--- src/rtl/cpu_boot_loader.sv ---
// Streams a program into instruction memory from word address 0, then holds the CPU
// in reset for BOOT_DELAY cycles before releasing it. Optional macro: BOOT_CHECKSUM_EN.
module cpu_boot_loader #(
  parameter int unsigned ADDR_W     = 6,
  parameter int unsigned DATA_W     = 32,
  parameter int unsigned BOOT_DELAY = 4
) (
  input  logic              CLK,
  input  logic              Reset,
  input  logic              in_valid,
  output logic              in_ready,
  input  logic [DATA_W-1:0] in_data,
  input  logic              in_last,
  input  logic              restart,
  output logic              imem_we,
  output logic [ADDR_W-1:0] imem_addr,
  output logic [DATA_W-1:0] imem_wdata,
  output logic              cpu_rst_n,
  output logic [ADDR_W:0]   word_count,
  output logic              err,
  output logic [1:0]        err_code
);

  localparam int unsigned DEPTH  = 2 ** ADDR_W;
  localparam int unsigned CNT_W  = ADDR_W + 1;
  localparam int unsigned HOLD_W = $clog2(BOOT_DELAY) + 1;

  localparam logic [2:0] S_IDLE = 3'd0;
  localparam logic [2:0] S_LOAD = 3'd1;
  localparam logic [2:0] S_HOLD = 3'd2;
  localparam logic [2:0] S_RUN  = 3'd3;
  localparam logic [2:0] S_ERR  = 3'd4;

  localparam logic [1:0] ERR_OVF  = 2'b01;
  localparam logic [1:0] ERR_CSUM = 2'b10;

  logic [2:0]        state_q, state_d;
  logic [CNT_W-1:0]  count_q, count_d;
  logic [HOLD_W-1:0] hold_q, hold_d;
  logic              ready_q, ready_d;
  logic              we_q, we_d;
  logic [ADDR_W-1:0] addr_q, addr_d;
  logic [DATA_W-1:0] wdata_q, wdata_d;
  logic              rst_n_q, rst_n_d;
  logic              err_q, err_d;
  logic [1:0]        code_q, code_d;
  logic              accept;
  logic              full;
`ifdef BOOT_CHECKSUM_EN
  logic [DATA_W-1:0] sum_q, sum_d;
`endif

  // Next-state and registered-output logic
  always_comb begin
    state_d = state_q;
    count_d = count_q;
    hold_d  = hold_q;
    we_d    = 1'b0;
    addr_d  = addr_q;
    wdata_d = wdata_q;
    err_d   = err_q;
    code_d  = code_q;
    accept  = in_valid & ready_q;
    full    = (count_q == CNT_W'(DEPTH));
`ifdef BOOT_CHECKSUM_EN
    sum_d   = sum_q;
`endif
    case (state_q)
      S_IDLE, S_LOAD: begin
        if (accept) begin
`ifdef BOOT_CHECKSUM_EN
          // Final word is a checksum over the load; it is compared, never written
          if (in_last) begin
            if (in_data == sum_q) begin
              state_d = S_HOLD;
              hold_d  = '0;
            end else begin
              state_d = S_ERR;
              err_d   = 1'b1;
              code_d  = ERR_CSUM;
            end
          end else
`endif
          if (full) begin
            state_d = S_ERR;
            err_d   = 1'b1;
            code_d  = ERR_OVF;
          end else begin
            we_d    = 1'b1;
            addr_d  = count_q[ADDR_W-1:0];
            wdata_d = in_data;
            count_d = count_q + CNT_W'(1);
            hold_d  = '0;
            state_d = in_last ? S_HOLD : S_LOAD;
`ifdef BOOT_CHECKSUM_EN
            sum_d   = sum_q + in_data;
`endif
          end
        end
      end
      S_HOLD: begin
        if (hold_q == HOLD_W'(BOOT_DELAY - 1)) begin
          state_d = S_RUN;
        end else begin
          hold_d = hold_q + HOLD_W'(1);
        end
      end
      S_RUN: begin
        if (restart) begin
          state_d = S_IDLE;
          count_d = '0;
`ifdef BOOT_CHECKSUM_EN
          sum_d   = '0;
`endif
        end
      end
      S_ERR:   state_d = S_ERR;
      default: state_d = S_IDLE;
    endcase
    ready_d = (state_d == S_IDLE) || (state_d == S_LOAD);
    rst_n_d = (state_d == S_RUN);
  end

  always_ff @(posedge CLK or posedge Reset) begin
    if (Reset) begin
      state_q <= S_IDLE;
      count_q <= '0;
      hold_q  <= '0;
      ready_q <= 1'b0;
      we_q    <= 1'b0;
      addr_q  <= '0;
      wdata_q <= '0;
      rst_n_q <= 1'b0;
      err_q   <= 1'b0;
      code_q  <= '0;
`ifdef BOOT_CHECKSUM_EN
      sum_q   <= '0;
`endif
    end else begin
      state_q <= state_d;
      count_q <= count_d;
      hold_q  <= hold_d;
      ready_q <= ready_d;
      we_q    <= we_d;
      addr_q  <= addr_d;
      wdata_q <= wdata_d;
      rst_n_q <= rst_n_d;
      err_q   <= err_d;
      code_q  <= code_d;
`ifdef BOOT_CHECKSUM_EN
      sum_q   <= sum_d;
`endif
    end
  end

  assign in_ready   = ready_q;
  assign imem_we    = we_q;
  assign imem_addr  = addr_q;
  assign imem_wdata = wdata_q;
  assign cpu_rst_n  = rst_n_q;
  assign word_count = count_q;
  assign err        = err_q;
  assign err_code   = code_q;

endmodule

--- config.mk ---
export PLATFORM = sky130hd
export DESIGN_NAME = cpu_boot_loader
export DESIGN_NICKNAME = d
export VERILOG_FILES = /design/src/rtl/cpu_boot_loader.sv
export SDC_FILE = /design/constraint.sdc
export NUM_CORES = 1
export LEC_CHECK = 0
export CAP_MARGIN = 20
export CORE_AREA = 2 2 95 97
export DETAILED_ROUTE_END_ITERATION = 10
export DIE_AREA = 0 0 97 99
export DONT_BUFFER_PORTS = 1
export SETUP_SLACK_MARGIN = 0.1
export SLEW_MARGIN = 20
export SYNTH_ARGS = -nofsm -noshare
export SYNTH_HDL_FRONTEND = slang
export SYNTH_SLANG_ARGS = --single-unit
--- constraint.sdc ---
create_clock -name CLK -period 2 [get_ports CLK]
set_input_delay 0.2 -clock CLK [delete_from_list [all_inputs] [get_ports CLK]]
set_output_delay 0.2 -clock CLK [all_outputs]
set_load 0.01 [all_outputs]
==> results.md, run 1 <==
* GPL Wtd Cong at 0.775
* Initial Utilization at 0.292
* Cell count of the worst hold path at 1
* Dpl ws at 62.1 ps
* Share of cells above drive strength 1 at 0.333
* Seq. cell area at 1380 um2
* Required time worst endpoint at 2190 ps
* Setup ws final at 141 ps
* Post-route ant nets at 0
* Root Driver: clkbuf_8
* Drt drc at 0
* Yosys top cell by area: dfrtp_1
* # setup viols final at 0
* Post-Synthesis Cell Area at 2500 um2
* Setup crit end kind: flop
* VDD IR-drop max at 0.394 mV
* Sw frac at 0.361
* #FFs+latches synth at 55
* Synth Warn # at 0
* Global-route wire length before repair at 7880 um
* Placed cell count at 290
* GR peak layer: met2
* Row count at 34
* Die area at 9600 um2
* Final hold vios at 0
* Die Y at 99 um
* M2 GR Usage at 0.168
* FF-to-FF path depth at 4
* M3 GR Usage at 0.0440
* Overall routing resource usage at 0.104
* Clock network power share at 0.135
* Setup TNS at 0 ps
* Critical-path top delay cell: or4b_4
* Arrival time worst endpoint at 2040 ps
* Core area at 8550 um2
* Clock-pin transition on the worst setup and hold timing paths at 100 ps
* Setup CP Type: reg2reg
* Vias per cell at 4.76
* Switching pwr at 1.61 mW
* Via count of the routed design at 1,429
* Routing usage on met1 at 0.127
* Final min period at 1860 ps
* Sequential share of the synthesized area at 0.551
* Pin count of the biggest net entering global routing at 45
* Multi-input logic area at 1000 um2
* Sequential power share at 0.491
* Max Root-Sink Buffers at 2
* Initial antenna violation count at 0
* Share of the synthesized area in the top cell type at 0.551
* Worst hold path class: in2reg
* Synth top area cells: dfrtp_1 (55%), mux2_4 (20%), mux2_2 (2.3%)
* IO Port Bufs at 0
* Critical Path, Cell by Cell: or4b_4 -> o21ai_4 -> inv_8 -> mux2_4
* Total grt overflow at 0
* Vias in the first global route at 1,468
* Num ports at 88
* Internal power at 2.84 mW
* DRT iter0 DRCs at 24
* Top cell family by delay on the critical path: simple AND/OR/NAND/NOR gates
* Critical Path Max Stage Delay at 580 ps
* Pwr Total at 4.45 mW
* Clk Latency, worst-skew pair at 300 ps
* Max Slew Vio Count at 0
* Fill cells at 827
* Max cap viols at 0
* Synthesized instance count at 180
* CTS tree: built
* Syn_area_per_cell at 13.9 um2
* Setup repair after global routing missed its margin: yes
* Chip width at 97 um
* Post-synthesis to final-layout area growth at 11.0%
* Synthesized Nets at 221
* Wire per inst at 16.2 um
* Status: finished clean
* Final cell count without fillers at 300
* Comb pwr share at 0.374
* CTS sink count at 55
* Num CTS Buffers at 5
* CP Launch Type: flop
* P_leak at 1.23 nW
* Critical Path Fanout Max at 44
* Diode count at 0
* 1st-pass router iterations at 5
* Worst path depth at 4
* Nets at 232
* Period utilization at 0.930
* H-tree depth at 2
* Worst path buffer plus inverter count at 1
* WL final at 4860 um
* PwrDens at 1600 nW/um2
* Post-DP HPWL at 3360 um
* Fmax at 538 MHz
* Skew final at 12.8 ps
* Yosys cell types at 40
## final cells by class
type / instances / area share
flip-flops and latches: 55 / 0.496
multi-input cells: 103 / 0.361
well taps: 108 / 0.0487
repair buffers: 14 / 0.0442
clock buffers: 6 / 0.0262
inverters: 12 / 0.0190
clock inverters: 2 / 0.00451
## power groups by stage
stage	combinational, mW	clock, mW	sequential [mW]
6_report	1.66	0.599	2.19
5_1_grt	1.83	0.687	2.25
4_1_cts	1.69	0.643	2.20
3_5_place_dp	1.66	0	2.22
3_3_place_gp	1.61	0	2.22
2_1_floorplan	1.30	0	2.19
## flip-flops by register name, indices dropped and copies added, names as in the netlist
register,cells
imem_wdata,32
word_count,7
imem_addr,6
hold_q,3
state_q,3
cpu_rst_n,1
err_code,1
imem_we,1
in_ready,1
## synth_stat cells, drive strengths merged
master    n
clkbuf    3
ha        4
o31ai     2
or2       1
or4b      2
inv      12
a2bb2oi   1
o21ai     5
nand3     3
a211o     2
o31a      2
and3      2
nand4bb   1
a21o      1
o22ai     3
nor3      2
and2      1
nand3b    1
nand4b    1
a31oi     2
o221ai    1
a21oi     4
mux2i     1
mux2     38
nand2b    3
nor2      1
dfrtp    55
or4       1
o211ai    2
and4bb    1
conb      1
buf       7
a22oi     2
nand2    12
## path summary, 6_finish.rpt
check	startpoint	endpoint	slack, ps
hold / removal	in_data[22]	imem_wdata[22]$_DFFE_PP0P_	40
setup reg to reg	word_count[5]$_DFFE_PP0P_	imem_wdata[12]$_DFFE_PP0P_	140
hold reg to reg	hold_q[2]$_DFFE_PP0P_	hold_q[2]$_DFFE_PP0P_	550
setup / recovery	word_count[5]$_DFFE_PP0P_	imem_wdata[12]$_DFFE_PP0P_	140
min in group asynchronous	Reset	imem_wdata[24]$_DFFE_PP0P_	330
max in group asynchronous	Reset	hold_q[0]$_DFFE_PP0P_	1140
## worst register-to-register path: stages (launching register included)
cell and delay (ps):
dfrtp_1 390, or4b_4 580, o21ai_4 220, inv_8 170, mux2_4 370
## per-stage QoR
| stage | area, um2 | hold slack (ps) | util |
|---|---|---|---|
| after floorplan | 2500 | 307 | - |
| after global placement | 2660 | 73.5 | 0.311 |
| after detailed placement | 2660 | 70.5 | 0.311 |
| after CTS | 2770 | 23.2 | 0.324 |
| after global routing | 2770 | 15.3 | 0.324 |
| final | 2770 | 42.9 | 0.324 |
## cell families after synthesis
logic type      after synthesis  share of synthesized area
fa+ha+maj                     4                     0.0200
buf+inv                      22                     0.0496
flops                        55                      0.551
other cells                   1                    0.00150
compound gates               27                     0.0772
simple gates                 32                     0.0757
mux                          39                      0.225
## routing by layer
metal | vias up | wire (um)
met4 | 0 | 53
met5 | - | 0
met1 | 713 | 2030
li1 | 652 | -
met2 | 59 | 2350
met3 | 5 | 426
## placed cells by master (no fill, tap or decap), types with 2 or more instances in the layout
cell	count
dfrtp_1	55
mux2_4	33
nand2_1	12
buf_4	11
inv_1	10
mux2_2	5
clkbuf_8	5
o21ai_0	4
a21oi_1	4
ha_1	4
nand2b_1	3
o22ai_1	3
nand3_1	3
or4b_4	2
o31ai_1	2
o31a_1	2
a31oi_1	2
nor3_1	2
and3_1	2
a211o_1	2
o211ai_1	2
a22oi_1	2
dlygate4sd3_1	2
## repair_timing
action / in CTS / in global routing
hold endpoints to repair: 16 / 0
cloned: 0 / 0
gates resized for setup: 2 / 2
hold buffers: 2 / 0
buffers inserted: 0 / 0
endpoints found under the setup margin: 38 / 37
Note: power is estimated with default switching activity, not from simulation.
==> inputs of run 2 (changes only) <==
CTS_CLUSTER_SIZE = 30   (was default)
==> results of run 2 <==
The final DEF is identical to that of run 1; final timing and power are the same.
